<file path="src/rtl/fetch_unit.sv">
// fetch_unit: PC + instruction register fetching over a req/ready handshake.
// Optional FETCH_TIMEOUT_EN adds a wait-cycle timeout that injects a NOP and sets fetch_err.
module fetch_unit #(
  parameter int INSTR_W = 19,
  parameter int ADDR_W  = 12,
  parameter int TIMEOUT = 15
) (
  input  logic               clock,
  input  logic               rst,
  input  logic               enablePC,
  input  logic               rstPC,
  input  logic               jump_en,
  input  logic [ADDR_W-1:0]  jump_addr,
  output logic [ADDR_W-1:0]  imem_addr,
  output logic               imem_req,
  input  logic               imem_ready,
  input  logic [INSTR_W-1:0] imem_rdata,
  output logic [ADDR_W-1:0]  pc,
  output logic [INSTR_W-1:0] instr,
  output logic               instr_valid,
  output logic [1:0]         lasttwoBits,
  output logic [2:0]         lastthreeBits,
  output logic [2:0]         threeBitFn,
  output logic [1:0]         twoBitFn,
  output logic               fetch_err
);
  typedef enum logic [1:0] {IDLE, REQ, HOLD} state_t;
  state_t state, next;
  logic accept, retire, tmo;
  // A response only counts while our request is actually raised (not the cycle right after rstPC).
  assign accept = state == REQ && imem_req && imem_ready;
  assign retire = state == HOLD && enablePC;
`ifdef FETCH_TIMEOUT_EN
  localparam int CW = $clog2(TIMEOUT + 1);
  logic [CW-1:0] cnt;
  assign tmo = state == REQ && imem_req && !imem_ready && cnt == CW'(TIMEOUT - 1);
  always_ff @(posedge clock or posedge rst)
    if (rst) cnt <= '0;
    else if (rstPC || state != REQ || accept || tmo) cnt <= '0;
    else if (imem_req) cnt <= cnt + 1'b1;
  always_ff @(posedge clock or posedge rst)
    if (rst) fetch_err <= 1'b0;
    else if (rstPC) fetch_err <= 1'b0;
    else if (tmo) fetch_err <= 1'b1;
`else
  assign tmo = 1'b0;
  assign fetch_err = 1'b0;
`endif
  always_ff @(posedge clock or posedge rst)
    if (rst) state <= IDLE;
    else state <= next;
  always_comb
    next = rstPC ? REQ : state == IDLE ? REQ : (accept || tmo) ? HOLD : retire ? REQ : state;
  always_ff @(posedge clock or posedge rst)
    if (rst) begin
      pc <= '0;
      instr <= '0;
      instr_valid <= 1'b0;
      imem_req <= 1'b0;
    end else if (rstPC) begin
      pc <= '0;
      instr_valid <= 1'b0;
      imem_req <= 1'b0;
    end else begin
      imem_req <= next == REQ;
      if (accept) begin
        instr <= imem_rdata;
        instr_valid <= 1'b1;
      end else if (tmo) begin
        instr <= '0;
        instr_valid <= 1'b1;
      end
      if (retire) begin
        instr_valid <= 1'b0;
        pc <= jump_en ? jump_addr : pc + 1'b1;
      end
    end
  always_comb begin
    imem_addr = pc;
    lasttwoBits = instr[INSTR_W-1 -: 2];
    lastthreeBits = instr[INSTR_W-1 -: 3];
    threeBitFn = instr[INSTR_W-4 -: 3];
    twoBitFn = instr[INSTR_W-4 -: 2];
  end
endmodule
</file>
<file path="config.mk">
export PLATFORM = sky130hd
export DESIGN_NAME = fetch_unit
export DESIGN_NICKNAME = d
export VERILOG_FILES = /design/src/rtl/fetch_unit.sv
export SDC_FILE = /design/constraint.sdc
export NUM_CORES = 1
export LEC_CHECK = 0
export BUFFER_PORTS_ARGS = -buffer_cell sky130_fd_sc_hd__buf_2
export CORE_ASPECT_RATIO = 1.1
export CORE_MARGIN = 1
export CORE_UTILIZATION = 39
export DETAILED_ROUTE_END_ITERATION = 10
export GPL_TIMING_DRIVEN = 0
export PLACE_DENSITY_LB_ADDON = 0.25
export SYNTH_ARGS = -nofsm -noshare
export SYNTH_HDL_FRONTEND = slang
export SYNTH_SLANG_ARGS = --single-unit
</file>
<file path="constraint.sdc">
create_clock -name clock -period 2.8 [get_ports clock]
set_clock_uncertainty 0.15 [all_clocks]
set_input_delay 0.28 -clock clock [delete_from_list [all_inputs] [get_ports clock]]
set_output_delay 0.28 -clock clock [all_outputs]
set_load 0.02 [all_outputs]
</file>
==> results of run 1 <==
[final cells by class]
cell class                      instances  area share
Sequential cell                        35       0.362
Multi-Input combinational cell        100       0.300
Timing Repair Buffer                   90       0.186
Buffer                                 28      0.0884
Clock buffer                            6      0.0300
Tap cell                               54      0.0279
Inverter                                4     0.00620
[placed cells by master (no fill, tap or decap)]
cell type  count
a21o_1         3
a21oi_1        9
a22o_1         3
a22oi_1        2
a32oi_1        1
and4bb_2       1
buf_1          1
buf_2         90
buf_4         23
buf_6          3
clkbuf_1       2
clkbuf_8       5
conb_1         1
dfrtp_1       35
ha_1           1
inv_1          3
inv_2          1
mux2_2        19
mux2i_1        1
nand2_1        7
nand2b_1       2
nand3_1        3
nand3b_1       1
nand4_1        3
nand4b_4       1
nor2_1         8
nor2_4         1
nor2b_1        2
nor3_1         5
nor3b_1        2
nor4_1         3
o21ai_0       10
o21ai_1        2
o2bb2ai_1      7
o41ai_1        1
xnor2_1        1
[metal layers]
layer | wire length (µm) | up-vias | global-route usage
li1 | - | 770 | -
met1 | 1760 | 726 | 0.199
met2 | 1950 | 63 | 0.302
met3 | 293 | 4 | 0.0481
met4 | 51 | 0 | 0.0638
met5 | 0 | - | 0
[where the power goes]
part	switching [mW]	leakage, nW	internal (mW)
sequential	0.0601	0.442	0.608
combinational	0.324	0.772	0.269
clock	0.159	0.0371	0.165
total	0.543	1.25	1.04
[state kept, by name (all words and copies together) (netlist names)]
| name | cells |
|---|---|
| instr | 19 |
| imem_addr | 12 |
| state | 2 |
| imem_req | 1 |
| instr_valid | 1 |
[kinds of logic after synthesis]
family	Yosys count	share of synthesized area
AO/OA/AOI/OAI	38	0.135
XOR/XNOR	1	0.00479
adder cells (fa/ha/maj)	1	0.00683
buffers and inverters	32	0.125
flip-flops	35	0.478
multiplexers	20	0.122
other	1	0.00205
AND/OR/NAND/NOR	39	0.125
[cells in the mapped netlist]
cell	number	area, µm²
o21ai_1	2	10.0
buf_1	1	3.75
nand2_1	7	26.3
a22o_1	3	26.3
nor2_4	1	11.3
and4bb_2	1	12.5
buf_6	3	33.8
nor3_1	5	25.0
nand2b_1	2	12.5
nor3b_1	2	15.0
nor4_1	3	18.8
ha_1	1	12.5
o41ai_1	1	8.76
a22oi_1	2	15.0
nand4_1	3	18.8
a32oi_1	1	8.76
nand4b_4	1	23.8
nand3_1	3	15.0
o21ai_0	10	50.1
mux2_2	19	214
a21oi_1	9	45.0
dfrtp_1	35	876
buf_4	23	173
mux2i_1	1	10.0
a21o_1	3	22.5
nor2b_1	2	12.5
nand3b_1	1	7.51
inv_1	4	15.0
xnor2_1	1	8.76
o2bb2ai_1	7	61.3
clkbuf_1	1	3.75
conb_1	1	3.75
nor2_1	8	30.0
[how the worst min path moves through the flow]
| stage | start | endpoint | slack (ps) | cells past startpoint |
|---|---|---|---|---|
| 2_1_floorplan | rst | imem_addr[0] | 280 | 1 |
| 3_3_place_gp | rstPC | imem_req | 330 | 2 |
| 3_5_place_dp | instr[2] | instr[2] | 340 | 1 |
| 4_1_cts | rstPC | imem_req | 40 | 2 |
| 5_1_grt | rst | instr[12] | 30 | 2 |
| 6_report | rst | state[1] | -30 | 2 |
[per-stage QoR]
stage / area, µm² / setup WS (ps)
2_1_floorplan: 1830 / 1170
3_3_place_gp: 2350 / 1100
3_5_place_dp: 2350 / 1080
4_1_cts: 2420 / 1060
5_1_grt: 2420 / 871
6_report: 2420 / 1040
[worst max-delay path, stage by stage, from the launching register on]
cell and delay (ps):
dfrtp_1 470, ha_1 220, nand3_1 210, nor3_1 320, o21ai_0 120, o2bb2ai_1 150
==> impl_metrics.toml, run 1 <==
[clock_network]
cts_resized = 0
tritoncts = "built"
cts_hold_buffers = 0
clock_sinks = 35
insertion_delay_ps = 280
clock_path_buffers = 2
root_buffer = "clkbuf_8"
cts_inserted_buffers = 5
post_cts_buffers = 0
path_clk_slew_ps = 70
cts-htree-levels = 2

[timing]
worstMarginPinSlew_ps = 723
timing.fmax_mhz = 568
slew_viol_final = 0
finalHoldViolCount = 35
fin_crit_ps = 1760
slew-limit-headroom = 0.518
fin_hold_ws_ps = -30.4
rsz0062_at_grt = "false"
setup_viol = 0
setup-tns-final_ps = 0
finalCritPeriodShare = 0.629

[synth]
netlist_area_mm2 = 0.00183
synthesis.nets = 205
syn-instance-count = 167
synth-seq-cells = 35
ys_seq_area_frac = 0.478
synth_cell_types = 33
yosys_warnings = 0
syn_area_per_cell_um2 = 11.0

[floorplan]
die_area_mm2 = 0.00497
die_x_um = 67.3
core_mm2 = 0.00441
die_h_um = 73.9
rows = 25
ios = 93
start_util = 0.415

[cells_and_area]
antenna-diode-count = 0
num-nets-final = 302
drive_gt1_frac = 0.548
fillCellCount = 415
area_growth_pct = 32.3
postLayoutCoreUtil = 0.549
final-seq-area_um2 = 876
layout.cells.non_filler = 317
multiInputGateArea_um2 = 726

[setup_path]
crit_type = "reg2reg"
crit_start = "imem_addr[0]"
regToRegSetupSlack_ps = 1040
cp.required_ps = 2810
cp-start-kind = "flop"
cp-endpoint = "imem_addr[10]"
r2r_cells = 5
timing.rr.end = "imem_addr[10]"
cp-end-kind = "flop"
arrival_ps = 1770
r2r_start = "imem_addr[0]"
crit_fanout = 7

[worst_hold_path]
worstHoldPathType = "in2async"

[routing]
vias = 1563
firstDrtPassIters = 4
wl_per_cell_um = 12.8
drcViolationCount = 0
ant_nets = 0
drt-total-wl_mm = 4.05
first_iter_violations = 64
routed_via_density = 4.93

[global_routing]
grt_pass1_wl_mm = 6.31
grt_pass1_vias = 1403
grt_max_degree = 36
grt_overflow_total = 0
track_usage = 0.173
antenna_found_initial = 0

[placed_design]
portBuffers = 90
place.gp.congestion = 0.777
hpwl_mm = 3.04
placedCellCount = 311

[pwr]
p_leak_nw = 1.25
finalPower_mw = 1.59
p_per_area_mw_per_mm2 = 655
irDropWorstVdd_uv = 285

[job]
maxCapViolCount = 0

[run_status]
failed_checks = "hold timing"
status = "complete, but fails checks"
Note: power is estimated with default switching activity, not from simulation.
==> run 2: changes to the inputs <==
Clock period 2.8 ns to 1.6 ns, I/O delays scaled along.
==> run 2 against run 1 <==
The run now ends clean. Register-to-register slack worse by 970 ps. Non-clock buffer count up 27. Core utilization up 7.6 points. Sequential share of layout area down 4.1 points. Sequential cell count unchanged. First-iteration DRC count down 6.3%. Largest cell class is now buffers. Via count up 7.0%. Die area unchanged. Worst setup slack worse by 970 ps. Routed wire length up 12%. Combinational power up 85%. Power up 81%.
==> impl_metrics.toml, run 2 (synthesis gave the netlist of run 1 again) <==
[run_status]
status = "completed"

[setup_path]
crit_fanout = 10
crit_cells = 4
critPathTopFamily = "flip-flops"
arrival_ps = 1540
crit_type = "reg2reg"
path_cells = "nand4b_4 > nor2_4 > buf_6 > mux2_2"
cp-start-kind = "flop"
crit_buf_inv = 1
cp.required_ps = 1610
cp_slowest_cell = "dfrtp_1"
cp-end-kind = "flop"
r2r_cells = 4
r2r_start = "state[1]"
timing.rr.end = "instr[15]"
critPathMaxStageDelay_ps = 400
regToRegSetupSlack_ps = 70

[cells_and_area]
antenna-diode-count = 0
layout_common_cells = "buf_2 (90), dfrtp_1 (28), buf_4 (26)"
layout.cells.non_filler = 346
final_common_cell = "buf_2"
area_growth_pct = 50.5
largest_register_ffs = 19
drive_gt1_frac = 0.568
num-nets-final = 329
max_flop_register = "instr"

[clock_network]
root_buffer = "clkbuf_8"
tritoncts = "built"
insertion_delay_ps = 280
clock_path_buffers = 2
cts_inserted_buffers = 5
clock_sinks = 35
cts-htree-levels = 2
path_clk_slew_ps = 70

[global_routing]
antenna_found_initial = 0
grt_max_degree = 36
grt_overflow_total = 0
grt_pass1_vias = 1499
grt_pass1_wl_mm = 6.69
track_usage = 0.181

[placed_design]
hpwl_mm = 2.95
portBuffers = 90
dp_slack_ps = -114
placedCellCount = 311
place.gp.congestion = 0.785

[job]
maxCapViolCount = 0

[timing]
finalCritPeriodShare = 0.956
worstMarginPinSlew_ps = 705
slew-limit-headroom = 0.529
slew_viol_final = 0
worst_slack_ps = 70.2
setup_viol = 0
fin_crit_ps = 1530
finalHoldViolCount = 0
timing.fmax_mhz = 654

[routing]
drt-total-wl_mm = 4.52
drcViolationCount = 0
firstDrtPassIters = 4
first_iter_violations = 60
ant_nets = 0
routed_via_density = 4.84
vias = 1673
wl_per_cell_um = 13.1

[floorplan]
die_area_mm2 = 0.00497
core_mm2 = 0.00441
ios = 93
die_x_um = 67.3
die_h_um = 73.9
start_util = 0.415
rows = 25

[worst_hold_path]
worstHoldPathType = "in2reg"
whs_path_depth = 3
min_to = "imem_addr[2]"
hp-start = "jump_addr[2]"

[pwr]
p_leak_nw = 1.37
p_per_area_mw_per_mm2 = 1040
irDropWorstVdd_uv = 383
## run 2: where the power goes
group	switching (mW)	leakage (nW)	internal, mW	total (mW)
combinational	0.587	0.887	0.518	1.10
sequential	0.102	0.432	1.06	1.17
clock	0.301	0.0477	0.297	0.598
## run 2: cell type report
type                            count  area (µm²)
Buffer                             28         214
Clock buffer                        5        68.8
Clock inverter                      3        15.0
Fill cell                         370        1660
Inverter                            4        15.0
Multi-Input combinational cell    100         767
Sequential cell                    35         885
Tap cell                           54        67.6
Timing Repair Buffer              117         723
## run 2: how the worst max path moves through the flow
stage,startpoint,endpoint,slack (ps)
after floorplan,imem_addr[4],imem_addr[9],40
after global placement,rst,imem_addr[1],-110
after detailed placement,state[1],instr[15],-110
after CTS,imem_addr[0],imem_addr[8],3
after global routing,imem_addr[3],imem_addr[9],-1
final,state[1],instr[15],70
## run 2: repair_timing
item                       in CTS  in global routing
hold endpoints to repair       24                 35
gates resized for setup         3                 11
hold buffers                   22                  1
pin swaps                       1                  4
setup endpoints to repair      19                 24
buffers inserted                1                  3
## run 2: worst register-to-register path, cell delays in order, from the launching register on
cell and delay [ps]:
dfrtp_1 400, nand4b_4 200, nor2_4 150, buf_6 160
mux2_2 340
## run 2: layer usage
metal / wire [µm] / vias up / track usage / share of wire
met5: 0 / - / 0 / 0
met4: 35 / 0 / 0.0496 / 0.0077
met3: 376 / 4 / 0.0497 / 0.083
met2: 2230 / 84 / 0.328 / 0.49
met1: 1880 / 760 / 0.203 / 0.42
li1: - / 825 / - / -
## run 2: metrics by stage
stage | total power, mW | setup TNS, ps | hold WS [ps] | area [µm²] | utilization
3_3_place_gp | 2.21 | -1620 | 212 | 2350 | 0.533
3_5_place_dp | 2.23 | -1510 | 216 | 2350 | 0.533
5_1_grt | 3.05 | -1.07 | 7.69 | 2760 | 0.625
4_1_cts | 2.88 | 0 | 0.441 | 2690 | 0.609
2_1_floorplan | 1.89 | 0 | 162 | 1830 | -
6_report | 2.87 | 0 | 11.9 | 2760 | 0.625
